==> config.mk <==
export PLATFORM = sky130hd
export DESIGN_NAME = sram_ctrl_flat
export DESIGN_NICKNAME = d
export VERILOG_FILES = /design/src/rtl/sram_ctrl_if.sv /design/src/rtl/sram_ctrl.sv /design/src/flat_wrapper.sv
export SDC_FILE = /design/constraint.sdc
export NUM_CORES = 1
export LEC_CHECK = 0
export ABC_CLOCK_PERIOD_IN_PS = 1860
export CORE_ASPECT_RATIO = 1.1
export CORE_MARGIN = 2
export CORE_UTILIZATION = 41
export DETAILED_ROUTE_END_ITERATION = 12
export PLACE_DENSITY = 0.79
export SYNTH_ARGS = -nofsm -noshare
export SYNTH_HDL_FRONTEND = slang
export SYNTH_SLANG_ARGS = --single-unit
export TNS_END_PERCENT = 5
==> constraint.sdc <==
create_clock -name clk -period 1.86 [get_ports clk]
set_input_delay 0.372 -clock clk [delete_from_list [all_inputs] [get_ports clk]]
set_output_delay 0.372 -clock clk [all_outputs]
set_load 0.03 [all_outputs]
==> src/rtl/sram_ctrl_if.sv <==
// CPU-side single-byte request/response bus into the SRAM controller.
interface sram_ctrl_if;
  logic        req;
  logic        we;
  logic [18:0] addr;
  logic [7:0]  wdata;
  logic        busy;
  logic        ack;
  logic [7:0]  rdata;

  modport master (output req, we, addr, wdata, input  busy, ack, rdata);
  modport slave  (input  req, we, addr, wdata, output busy, ack, rdata);
endinterface

==> src/rtl/sram_ctrl.sv <==
// Strobe sequencer for the external async byte SRAM: programmable read/write
// wait states plus an idle turnaround after every access. All outputs registered.
module sram_ctrl #(
  parameter int RD_WAIT = 2,
  parameter int WR_WAIT = 2,
  parameter int TURN    = 1
) (
  input  logic        clk,
  input  logic        reset_n,
  sram_ctrl_if.slave  bus,
  output logic [18:0] sram_addr,
  output logic        sram_cen,
  output logic        sram_wen,
  output logic        sram_oen,
  output logic        sram_oe,
  output logic [7:0]  sram_dout,
  input  logic [7:0]  sram_din
);

  // One down-counter shared by every timed state, so it also covers TURN.
  localparam int MAXW = (RD_WAIT > WR_WAIT) ? ((RD_WAIT > TURN) ? RD_WAIT : TURN)
                                            : ((WR_WAIT > TURN) ? WR_WAIT : TURN);
  localparam int CW   = (MAXW > 1) ? $clog2(MAXW) : 1;

  localparam logic [CW-1:0] RD_LD = CW'(RD_WAIT - 1);
  localparam logic [CW-1:0] WR_LD = CW'(WR_WAIT - 1);
  localparam logic [CW-1:0] TN_LD = CW'((TURN > 0) ? TURN - 1 : 0);

  localparam logic [2:0] S_IDLE     = 3'd0;
  localparam logic [2:0] S_RD       = 3'd1;
  localparam logic [2:0] S_WR_SETUP = 3'd2;
  localparam logic [2:0] S_WR_PULSE = 3'd3;
  localparam logic [2:0] S_WR_HOLD  = 3'd4;
  localparam logic [2:0] S_TURN     = 3'd5;

  logic [2:0]    state;
  logic [CW-1:0] cnt;
  logic          fin;

  // Last edge of an access: ack, release strobes, then turnaround or idle.
  assign fin = ((state == S_RD) && (cnt == '0)) || (state == S_WR_HOLD);

  always_ff @(posedge clk or negedge reset_n) begin
    if (!reset_n) begin
      state     <= S_IDLE;
      cnt       <= '0;
      sram_addr <= '0;
      sram_dout <= '0;
      sram_cen  <= 1'b1;
      sram_wen  <= 1'b1;
      sram_oen  <= 1'b1;
      sram_oe   <= 1'b0;
      bus.busy  <= 1'b0;
      bus.ack   <= 1'b0;
      bus.rdata <= '0;
    end else begin
      bus.ack <= 1'b0;
      case (state)
        S_IDLE: if (bus.req) begin
          sram_addr <= bus.addr;
          sram_dout <= bus.wdata;
          sram_cen  <= 1'b0;
          bus.busy  <= 1'b1;
          if (bus.we) begin
            state   <= S_WR_SETUP;
            sram_oe <= 1'b1;
          end else begin
            state    <= S_RD;
            cnt      <= RD_LD;
            sram_oen <= 1'b0;
          end
        end
        S_RD: begin
          if (cnt == '0) bus.rdata <= sram_din;
          else           cnt <= cnt - 1'b1;
        end
        S_WR_SETUP: begin
          state    <= S_WR_PULSE;
          cnt      <= WR_LD;
          sram_wen <= 1'b0;
        end
        S_WR_PULSE: begin
          if (cnt == '0) begin
            state    <= S_WR_HOLD;
            sram_wen <= 1'b1;
          end else begin
            cnt <= cnt - 1'b1;
          end
        end
        S_WR_HOLD: ;
        S_TURN: begin
          if (cnt == '0) begin
            state    <= S_IDLE;
            bus.busy <= 1'b0;
          end else begin
            cnt <= cnt - 1'b1;
          end
        end
        default: begin
          state    <= S_IDLE;
          sram_cen <= 1'b1;
          sram_wen <= 1'b1;
          sram_oen <= 1'b1;
          sram_oe  <= 1'b0;
          bus.busy <= 1'b0;
        end
      endcase

      if (fin) begin
        bus.ack  <= 1'b1;
        sram_cen <= 1'b1;
        sram_wen <= 1'b1;
        sram_oen <= 1'b1;
        sram_oe  <= 1'b0;
        if (TURN == 0) begin
          state    <= S_IDLE;
          bus.busy <= 1'b0;
        end else begin
          state <= S_TURN;
          cnt   <= TN_LD;
        end
      end
    end
  end

endmodule

==> src/flat_wrapper.sv <==
// flat-port wrapper written by rule: the top's interface ports become plain ports
module sram_ctrl_flat 
#(
  parameter int RD_WAIT = 2,
  parameter int WR_WAIT = 2,
  parameter int TURN    = 1
)
  (clk, reset_n, sram_addr, sram_cen, sram_wen, sram_oen, sram_oe, sram_dout, sram_din, bus_req, bus_we, bus_addr, bus_wdata, bus_busy, bus_ack, bus_rdata);
  sram_ctrl_if bus_i ();
  input  logic clk;
  input  logic reset_n;
  output logic [18:0] sram_addr;
  output logic sram_cen;
  output logic sram_wen;
  output logic sram_oen;
  output logic sram_oe;
  output logic [7:0] sram_dout;
  input  logic [7:0] sram_din;
  input wire logic [$bits(bus_i.req)-1:0] bus_req;
  input wire logic [$bits(bus_i.we)-1:0] bus_we;
  input wire logic [$bits(bus_i.addr)-1:0] bus_addr;
  input wire logic [$bits(bus_i.wdata)-1:0] bus_wdata;
  output wire logic [$bits(bus_i.busy)-1:0] bus_busy;
  output wire logic [$bits(bus_i.ack)-1:0] bus_ack;
  output wire logic [$bits(bus_i.rdata)-1:0] bus_rdata;
  assign bus_i.req = bus_req;
  assign bus_i.we = bus_we;
  assign bus_i.addr = bus_addr;
  assign bus_i.wdata = bus_wdata;
  assign bus_busy = bus_i.busy;
  assign bus_ack = bus_i.ack;
  assign bus_rdata = bus_i.rdata;
  sram_ctrl #(.RD_WAIT(RD_WAIT), .WR_WAIT(WR_WAIT), .TURN(TURN)) u_core (.clk(clk), .reset_n(reset_n), .bus(bus_i), .sram_addr(sram_addr), .sram_cen(sram_cen), .sram_wen(sram_wen), .sram_oen(sram_oen), .sram_oe(sram_oe), .sram_dout(sram_dout), .sram_din(sram_din));
endmodule
==> summary.md, run 1 <==
| Metric | Value |
|---|---|
| Area Growth Syn to Fin | `56.5%` |
| Gr ovfl total | `0` |
| Critical Path Source Type | `register` |
| Final period util | `92.9%` |
| Post-synthesis cell type count | `25` |
| Worst vdd ir | `between 0.001 and 0.0015 V` |
| First-pass GRT wire length | `about 6.5 mm` |
| Final nets | `around 250` |
| Remaining DRCs | `0` |
| Max Fclk | `roughly 580 MHz` |
| Worst-path fanout max | `2` |
| Placed cell count | `~250` |
| Largest net degree at the start of global routing | `46` |
| Initial antenna violation count | `0` |
| Via Count | `roughly 1300` |
| Core ar. | `4250 µm²` |
| Post-synth net total | `160` |
| CTS root buf | `clkbuf_8` |
| Final min period | `1.73 ns` |
| Final ANT Viol Nets | `0` |
| #FFs+latches synth | `45` |
| Arr. time, crit path | `1.36 ns` |
| CP delay by family, top | `buffers and inverters` |
| Global-route usage over all layers | `17.7%` |
| Tightest Pin Transition | `approximately 0.55 ns` |
| Vias per inst | `4.87` |
| CTS Sinks | `45` |
| Synthesized area | `1790 µm²` |
| ANT cells | `0` |
| H-Tree Depth | `2` |
| Critical Path Start | `u_core.sram_oe` |
| Cts hold-fix bufs | `0` |
| Die Wd | `67.0 µm` |
| Most common library cell in the layout ignoring fill and taps | `clkdlybuf4s50_1` |
| Clk Latency, worst-skew pair | `0.29 ns` |
| Most frequent cells in the layout | `75 x clkdlybuf4s50_1, 42 x dfrtp_1, 35 x mux2_2` |
| Drt total wl | `between 3 and 4 mm` |
| RD Place Congestion | `0.812` |
| CP required | `around 1.5 ns` |
| Leak | `1.16 nW` |
| CTS tree | `yes` |
| Final setup viols | `0` |
| Setup CP Type | `register to primary output` |
| Number of global-route vias before repair | `1415` |
| Relative slew slack | `63.6%` |
| Slew Limit Fails | `0` |
| CTS clk-pin slew, worst paths | `0.08 ns` |
| Share of cells above drive strength 1 | `26.9%` |
| DR WL/cell | `15.3 µm` |
| Post-Route Utilization | `approximately 66%` |
| Mapped Cells | `121` |
| Initial DRC Count | `43` |
| RR Startpoint | `u_core.state[0]` |
| Clock skew | `0.00927 ns` |
| RSZ-0062 raised after global routing | `false` |
| Yosys warnings | `0` |
| Placed Area | `2670 µm²` |
| Critical path endpoint category | `primary output` |
| Starting density of the core | `42.1%` |
| DRT Pass-1 Iters | `4` |
| Cell Count, Final, Fillers Out | `262` |
| CP max-delay cell | `clkdlybuf4s50_1` |
| Fin Setup TNS | `0 ns` |
| CTS buffer count | `5` |
| Critical-path cell list | `clkdlybuf4s50_1` |
| Row count | `25` |
| Final HPWL DP | `2.98 mm` |
| Min-delay worst type | `input port to asynchronous set/reset pin` |
| Total power | `5.61 mW` |
| Die Y | `73.3 µm` |
| IO Port Bufs | `79` |
| Fin area | `2800 µm²` |
| Max-Cap Viols | `0` |
| Die ar. | `4910 µm²` |
| Pwr dens | `2000 nW/µm²` |
| CP max stage delay | `roughly 0.7 ns` |
| Final Hold Viols | `0` |
| Worst path bufs/invs | `1` |
| Sequential fraction of the synthesis area | `63.1%` |
| Syn Area/Cell | `14.8 µm²` |
| CTS Buffer Depth | `2` |
| Ports | `80` |
| Flop2flop setup slack | `0.27 ns` |
| Status | `finished clean` |
final timing paths:
kind	cells after the start	to
max	1	sram_oe
min	2	u_core.bus.rdata[0]
max reg2reg	3	u_core.sram_addr[10]
min reg2reg	2	u_core.sram_oen
max in group asynchronous	2	u_core.sram_oen
min in group clk	2	u_core.sram_oen
flip-flops by register name, summed over array words and instances, names as in the netlist:
name / flops
u_core.sram_cen: 1
u_core.bus.ack: 1
u_core.sram_oe: 1
u_core.sram_addr: 19
u_core.sram_oen: 1
u_core.bus.busy: 1
u_core.sram_dout: 8
u_core.cnt: 1
u_core.sram_wen: 1
u_core.state: 3
u_core.bus.rdata: 8
metal layers:
metal / up-vias / share of wire, % / global-route usage (%)
met1: 626 / 38 / 20.2
met3: 2 / 8.9 / 7.50
met5: - / 0 / 0
li1: 597 / - / -
met4: 0 / 0.48 / 5.22
met2: 50 / 53 / 30.1
metrics by stage:
| stage | hold slack, ns | setup slack (ns) |
|---|---|---|
| 2_1_floorplan | 0.0764 | 0.340 |
| 3_3_place_gp | 0.458 | 0.0536 |
| 3_5_place_dp | 0.469 | 0.00614 |
| 4_1_cts | 0.164 | 0.123 |
| 5_1_grt | 0.191 | 0.0907 |
| 6_report | 0.150 | 0.133 |
synth_stat cells:
library cell | instances | share of area (%)
nor2b_1 | 3 | 1.0
o21a_1 | 1 | 0.42
mux2_2 | 35 | 22
dfrtp_1 | 42 | 59
a21oi_1 | 6 | 1.7
buf_6 | 1 | 0.63
nand2_1 | 1 | 0.21
o21ai_0 | 3 | 0.84
clkbuf_1 | 2 | 0.42
buf_2 | 1 | 0.28
o2bb2ai_1 | 1 | 0.49
nor3_1 | 1 | 0.28
dfstp_2 | 3 | 4.4
a21bo_2 | 1 | 0.56
nor2_1 | 5 | 1.0
nor4b_4 | 1 | 1.3
inv_1 | 2 | 0.42
a31oi_1 | 1 | 0.35
a221oi_1 | 1 | 0.49
nor4b_2 | 1 | 0.84
a2bb2oi_1 | 1 | 0.49
buf_4 | 2 | 0.84
o41ai_1 | 1 | 0.49
nand2b_1 | 4 | 1.4
o22ai_1 | 1 | 0.35
timing repair:
item,in CTS,in global routing
buffers inserted,0,0
hold endpoints to repair,0,0
gates resized for setup,3,0
endpoints found under the setup margin,3,0
final cells by class:
type / instances / area, µm²
Tap cell: 54 / 67.6
Multi-Input combinational cell: 68 / 623
Inverter: 2 / 7.51
Clock buffer: 5 / 68.8
Clock inverter: 3 / 65.1
Fill cell: 348 / 1450
Timing Repair Buffer: 85 / 840
Sequential cell: 45 / 1130
cell families after synthesis:
kind of cell           share of synthesized area (%)
buffers and inverters                           2.59
AND/OR/NAND/NOR                                 6.15
AO/OA/AOI/OAI                                   6.15
flip-flops                                      63.1
multiplexers                                    22.0
where the power goes:
part           internal (mW)  leakage [nW]  total, mW  switching [mW]
registers               1.48         0.534       1.81           0.325
logic                   1.43         0.555       2.96            1.53
clock network          0.533        0.0681      0.846           0.312
(Power assumes the default switching activity.)
==> inputs of run 2 (changes only) <==
--- a/config.mk
+++ b/config.mk
@@ -5,12 +5,12 @@
 export SDC_FILE = /design/constraint.sdc
 export NUM_CORES = 1
 export LEC_CHECK = 0
-export ABC_CLOCK_PERIOD_IN_PS = 1860
+export ABC_CLOCK_PERIOD_IN_PS = 2000
 export CORE_ASPECT_RATIO = 1.1
 export CORE_MARGIN = 2
-export CORE_UTILIZATION = 41
+export CORE_UTILIZATION = 44
 export DETAILED_ROUTE_END_ITERATION = 12
-export PLACE_DENSITY = 0.79
+export PLACE_DENSITY = 0.84
 export SYNTH_ARGS = -nofsm -noshare
 export SYNTH_HDL_FRONTEND = slang
 export SYNTH_SLANG_ARGS = --single-unit
==> constraint.sdc (replaced) <==
create_clock -name clk -period 2 [get_ports clk]
set_input_delay 0.4 -clock clk [delete_from_list [all_inputs] [get_ports clk]]
set_output_delay 0.4 -clock clk [all_outputs]
set_load 0.03 [all_outputs]
==> run 2 against run 1 <==
First-iteration DRC count up 84%. Register-to-register slack better by 0.04 ns. Clock skew shrank 0.0027 ns. Worst hold slack worse by 0.12 ns. Sequential cell count unchanged. Cell count down 1.5%. Utilization rose by 4.0 points. Total power down 11%. Sequential share of layout area increased by 0.79 points. Clock power is 34% lower.
==> summary.md, run 2 (synthesis results as in run 1) <==
| Metric | Value |
|---|---|
| Setup CP Type | `register to primary output` |
| R2R depth | `2 (-1)` |
| Starting density of the core | `45.5% (+3.4 points)` |
| Leak | `1.13 nW (-2.3%)` |
| Final period util | `96.2%` |
| Fin Setup TNS | `0 ns (unchanged)` |
| Min-delay worst type | `input port to asynchronous set/reset pin` |
| CTS root buf | `clkbuf_8` |
| Critical path endpoint category | `primary output` |
| Global-route usage over all layers | `19.8% (+2.1 points)` |
| CP delay by family, top | `buffers and inverters` |
| DRT Pass-1 Iters | `4 (unchanged)` |
| CTS clk-pin slew, worst paths | `0.08 ns (about the same)` |
| Row count | `24 (-4.0%)` |
| Internal power | `2.98 mW (-13%)` |
| Clk Latency, worst-skew pair | `0.30 ns (about the same)` |
| Share of cells above drive strength 1 | `25.7% (-1.2 points)` |
| Final min period | `around 1.9 ns` |
| ANT cells | `0 (unchanged)` |
| Sequential share of power | `33.9% (+1.7 points)` |
| Worst vdd ir | `0.000720 V (-40%)` |
| Pwr dens | `1820 nW/µm² (-9.3%)` |
| DR WL/cell | `15.7 µm (+3.2%)` |
| CTS Sinks | `45 (unchanged)` |
| Final setup viols | `0 (unchanged)` |
| Arr. time, crit path | `1.52 ns (+0.16 ns)` |
| Clock network power share | `11.2% (-3.9 points)` |
| First-pass GRT wire length | `6.79 mm (+4.6%)` |
| Fin worst setup slack | `0.0764 ns (-0.0563 ns)` |
| CP required | `1.60 ns (+0.11 ns)` |
| Comb power frac | `54.8% (+2.1 points)` |
| Top flop regs | `u_core.sram_addr: 19 flops, u_core.bus.rdata: 8 flops, u_core.sram_dout: 8 flops` |
| Max reg flops | `19 (unchanged)` |
| RD Place Congestion | `0.772 (-4.9%)` |
| Max-Cap Viols | `0 (unchanged)` |
| Critical Path Source Type | `register` |
| CTS buffer count | `5 (unchanged)` |
| Die Wd | `64.8 µm (-3.3%)` |
| Initial DRC Count | `79 (+84%)` |
| Max Fclk | `520 MHz` |
| Worst-path fanout max | `4 (+2)` |
| Worst path bufs/invs | `1 (unchanged)` |
| RR Startpoint | `u_core.state[2]` |
| Most frequent cells in the layout | `78 x clkdlybuf4s50_1, 42 x dfrtp_1, 35 x mux2_2` |
| Clock skew | `0.00654 ns (-0.00274 ns)` |
| Net switching power | `2.01 mW (-7.4%)` |
| Via Count | `1294 (+1.5%)` |
| Final HPWL DP | `3.18 mm (+6.9%)` |
| Flop2flop setup slack | `0.31 ns (+0.04 ns)` |
| Die ar. | `4600 µm² (-6.4%)` |
| Tightest Pin Transition | `0.590 ns (+0.0441 ns)` |
| Final nets | `245 (-0.41%)` |
| Dpl ws | `0.0591 ns (+0.0529 ns)` |
| Initial antenna violation count | `0 (unchanged)` |
| Number of global-route vias before repair | `1407 (-0.57%)` |
| Most common library cell in the layout ignoring fill and taps | `clkdlybuf4s50_1` |
| Critical-path cell list | `clkdlybuf4s50_1` |
| Setup bufs post-CTS | `0 (unchanged)` |
| Remaining DRCs | `0 (unchanged)` |
| RSZ-0062 raised after global routing | `false` |
| Ports | `80 (unchanged)` |
| Slew Limit Fails | `0 (unchanged)` |
| Largest net degree at the start of global routing | `30 (-35%)` |
| Fill cells | `279 (-20%)` |
| Largest Register | `u_core.sram_addr` |
| H-Tree Depth | `2 (unchanged)` |
| CP max stage delay | `0.67 ns (-0.04 ns)` |
| Cts hold-fix bufs | `0 (unchanged)` |
| Final Hold Viols | `0 (unchanged)` |
| FF-to-FF End | `u_core.bus.rdata[0]` |
| Status | `finished clean` |
| Vias per inst | `5.02 (+3.1%)` |
| Drt total wl | `4.06 mm (+1.6%)` |
| Area Growth Syn to Fin | `53.5%` |
| Post-cts gate resize count | `0 (-3)` |
| Total power | `4.99 mW (-11%)` |
| Die Y | `70.9 µm (-3.3%)` |
| CTS Buffer Depth | `2 (unchanged)` |
| IO Port Bufs | `79 (unchanged)` |
| Gr ovfl total | `0 (unchanged)` |
| CP max-delay cell | `clkdlybuf4s50_1` |
| Final ANT Viol Nets | `0 (unchanged)` |
| Relative slew slack | `60.5% (-3.1 points)` |
| Core ar. | `3930 µm² (-7.5%)` |
| Sw frac | `40.2% (+1.6 points)` |
| CTS tree | `yes` |
run 2: final cells by class:
cell class / count / area (µm²) / area share (%)
multi-input combinational: 68 / 623 / 22.7
sequential: 45 / 1130 / 41.1
clock buffer: 7 / 86.3 / 3.14
timing repair buffer: 84 / 836 / 30.4
tap: 52 / 65.1 / 2.37
inverter: 2 / 7.51 / 0.273
run 2: worst max-delay path by stage:
stage,start,end,depth (start not counted)
final,u_core.sram_wen,sram_wen,1
after global routing,u_core.sram_wen,sram_wen,1
after CTS,u_core.sram_wen,sram_wen,1
after detailed placement,bus_req,u_core.sram_addr[9],4
after global placement,bus_req,u_core.sram_addr[18],4
after floorplan,u_core.state[2],u_core.sram_addr[16],4
run 2: power groups by stage:
stage	registers (mW)	logic, mW	clock network, mW
after CTS	1.70	2.77	0.575
after floorplan	2.48	0.834	0
final	1.69	2.74	0.561
after detailed placement	1.71	2.76	0
after global placement	1.68	2.68	0
after global routing	1.77	2.88	0.611
run 2: layer usage:
layer | up-vias | global-route usage (%) | wire (µm)
li1 | 596 | - | -
met1 | 641 | 22.5 | 1560
met2 | 45 | 34.1 | 2210
met3 | 12 | 5.41 | 167
met4 | 0 | 9.93 | 129
met5 | - | 0 | 0
run 2: per-stage QoR:
| step | util, % | hold slack, ns | cell area [µm²] | cells |
|---|---|---|---|---|
| floorplan | - | 0.104 | 1790 | 121 |
| global placement | 67.7 | 0.360 | 2660 | 251 |
| detailed placement | 67.7 | 0.370 | 2660 | 251 |
| CTS | 69.8 | 0.0462 | 2750 | 258 |
| global route | 69.8 | 0.0655 | 2750 | 258 |
| finish | 69.8 | 0.0324 | 2750 | 258 |
==> inputs of run 3 (changes only) <==
--- a/config.mk
+++ b/config.mk
@@ -8,9 +8,10 @@
 export ABC_CLOCK_PERIOD_IN_PS = 2000
 export CORE_ASPECT_RATIO = 1.1
 export CORE_MARGIN = 2
-export CORE_UTILIZATION = 44
+export CORE_UTILIZATION = 46
+export CTS_BUF_LIST = sky130_fd_sc_hd__clkbuf_2 sky130_fd_sc_hd__clkbuf_4 sky130_fd_sc_hd__clkbuf_8
 export DETAILED_ROUTE_END_ITERATION = 12
-export PLACE_DENSITY = 0.84
+export PLACE_DENSITY = 0.87
 export SYNTH_ARGS = -nofsm -noshare
 export SYNTH_HDL_FRONTEND = slang
 export SYNTH_SLANG_ARGS = --single-unit
==> run 3 against run 2 <==
Clock power grew 1%. Worst hold slack improved by 0.14 ns. Cell count fell by 1.2%. Critical path type unchanged. Largest power group unchanged. Highest routed layer unchanged.
==> summary.md, run 3 (synthesis results as in run 1) <==
| Metric | Value |
|---|---|
| CTS Buffer Depth | `2 (unchanged)` |
| Via Count | `1286 (-0.62%)` |
| Initial antenna violation count | `0 (unchanged)` |
| Max-Cap Viols | `0 (unchanged)` |
| Ports | `80 (unchanged)` |
| Fin Setup TNS | `0 ns (unchanged)` |
| Most common library cell in the layout ignoring fill and taps | `clkdlybuf4s50_1` |
| Gr ovfl total | `0 (unchanged)` |
| RR Startpoint | `u_core.state[1]` |
| Core ar. | `3680 µm² (-6.4%)` |
| Area Growth Syn to Fin | `52.8%` |
| Flop2flop setup slack | `0.24 ns (-0.07 ns)` |
| CTS Sinks | `45 (unchanged)` |
| Comb power frac | `54.5% (-0.3 points)` |
| Min-delay worst type | `input port to asynchronous set/reset pin` |
| Largest Register | `u_core.sram_addr` |
| Net switching power | `2.04 mW (+1.5%)` |
| Sequential share of power | `34.2% (+0.3 points)` |
| Initial DRC Count | `45 (-43%)` |
| Final period util | `96.0% (-0.23 points)` |
| Max Fclk | `521 MHz (+0.24%)` |
| Remaining DRCs | `0 (unchanged)` |
| Post-Route Utilization | `74.3% (+4.4 points)` |
| Clk Latency, worst-skew pair | `0.29 ns (about the same)` |
| Leak | `1.12 nW (-0.81%)` |
| Cts hold-fix bufs | `0 (unchanged)` |
| Setup CP Type | `register to primary output` |
| Status | `finished clean` |
| R2R depth | `2 (unchanged)` |
| RD Place Congestion | `0.778 (+0.74%)` |
| Critical Path Source Type | `register` |
| Die ar. | `4410 µm² (-4.1%)` |
| Clock network power share | `11.3% (about the same)` |
| Final ANT Viol Nets | `0 (unchanged)` |
| CP delay by family, top | `buffers and inverters` |
| Post-cts gate resize count | `0 (unchanged)` |
| Most frequent cells in the layout | `78 x clkdlybuf4s50_1, 42 x dfrtp_1, 35 x mux2_2` |
| Critical-path cell list | `clkdlybuf4s50_1` |
| Starting density of the core | `48.6% (+3.1 points)` |
| Largest net degree at the start of global routing | `46 (+53%)` |
| Critical path endpoint category | `primary output` |
| CTS clk-pin slew, worst paths | `0.08 ns (about the same)` |
| CP required | `1.60 ns (about the same)` |
| Arr. time, crit path | `1.52 ns (about the same)` |
| Vias per inst | `5.04 (+0.55%)` |
| Share of cells above drive strength 1 | `25.9% (+0.13 points)` |
| Setup bufs post-CTS | `0 (unchanged)` |
| Relative slew slack | `59.8% (-0.77 points)` |
| CTS root buf | `clkbuf_8` |
| Sw frac | `40.6% (+0.42 points)` |
| Final nets | `243 (-0.82%)` |
| Die Wd | `63.5 µm (-2.1%)` |
| H-Tree Depth | `2 (unchanged)` |
| Die Y | `69.4 µm (-2.1%)` |
| ANT cells | `0 (unchanged)` |
| Internal power | `2.98 mW (-0.21%)` |
| Number of global-route vias before repair | `1404 (-0.21%)` |
| Worst-path fanout max | `2 (-2)` |
| CP max stage delay | `0.67 ns (about the same)` |
| First-pass GRT wire length | `6.80 mm (+0.21%)` |
| Drt total wl | `4.17 mm (+2.7%)` |
| Tightest Pin Transition | `0.601 ns (+0.0114 ns)` |
| Worst vdd ir | `0.000996 V (+38%)` |
| Final min period | `1.92 ns (-0.00451 ns)` |
| Row count | `23 (-4.2%)` |
| Pwr dens | `1830 nW/µm² (+0.95%)` |
| RSZ-0062 raised after global routing | `false` |
| Clock skew | `0.00607 ns (-0.000467 ns)` |
| Final setup viols | `0 (unchanged)` |
| Final HPWL DP | `3.03 mm (-4.8%)` |
| Top flop regs | `u_core.sram_addr: 19 flops, u_core.bus.rdata: 8 flops, u_core.sram_dout: 8 flops` |
| Final Hold Viols | `0 (unchanged)` |
| CTS tree | `yes` |
| Global-route usage over all layers | `20.3% (+0.48 points)` |
| CTS buffer count | `5 (unchanged)` |
| Slew Limit Fails | `0 (unchanged)` |
| DRT Pass-1 Iters | `4 (unchanged)` |
| CP max-delay cell | `clkdlybuf4s50_1` |
| FF-to-FF End | `u_core.bus.rdata[0]` |
| Max reg flops | `19 (unchanged)` |
| IO Port Bufs | `79 (unchanged)` |
| Worst path bufs/invs | `1 (unchanged)` |
| DR WL/cell | `16.4 µm (+3.9%)` |
## run 3: cell types whose count changed in the layout (fill, tap and decap cells not counted), sizes merged
cell | before | now
clkinvlp | 0 | 1
buf | 6 | 4
## run 3: area by class of cell
class / instances / area, µm²
Clock buffer: 7 / 83.8
Tap cell: 50 / 62.6
Sequential cell: 45 / 1130
Clock inverter: 1 / 7.51
Fill cell: 262 / 948
Multi-Input combinational cell: 68 / 623
Timing Repair Buffer: 82 / 821
Inverter: 2 / 7.51
## run 3: worst register-to-register path, stage by stage (launching register included)
cell and delay [ns]:
dfrtp_1 0.58, nor4b_4 0.65, mux2_2 0.41
## run 3: layer usage
metal,wire (µm),global-route usage [%],vias up
li1,-,-,590
met1,1620,24.1,635
met2,2170,33.5,54
met3,317,7.31,7
met4,66,7.97,0
met5,0,0,-
## run 3: worst max path at each step
stage	from	endpoint	slack, ns	depth (start not counted)
after CTS	u_core.sram_cen	sram_cen	0.05	1
after global placement	bus_req	u_core.sram_dout[6]	0.12	4
after floorplan	u_core.state[2]	u_core.sram_addr[16]	0.48	4
after global routing	u_core.sram_cen	sram_cen	0.04	1
after detailed placement	bus_req	u_core.sram_addr[14]	0.07	4
final	u_core.sram_cen	sram_cen	0.08	1
## run 3: power groups by stage
| stage | logic (mW) | registers (mW) | clock network (mW) |
|---|---|---|---|
| floorplan | 0.834 | 2.48 | 0 |
| global placement | 2.67 | 1.69 | 0 |
| detailed placement | 2.75 | 1.72 | 0 |
| CTS | 2.76 | 1.71 | 0.582 |
| global route | 2.86 | 1.78 | 0.620 |
| finish | 2.73 | 1.71 | 0.568 |
## run 3: metrics by stage
stage	instance area, µm²	hold slack (ns)	worst slack [ns]	total power [mW]	instances
4_1_cts	2740	0.189	0.0526	5.06	255
3_5_place_dp	2640	0.462	0.0696	4.47	247
3_3_place_gp	2640	0.458	0.116	4.36	247
5_1_grt	2740	0.217	0.0424	5.26	255
2_1_floorplan	1790	0.104	0.480	3.31	121
6_report	2740	0.173	0.0809	5.01	255
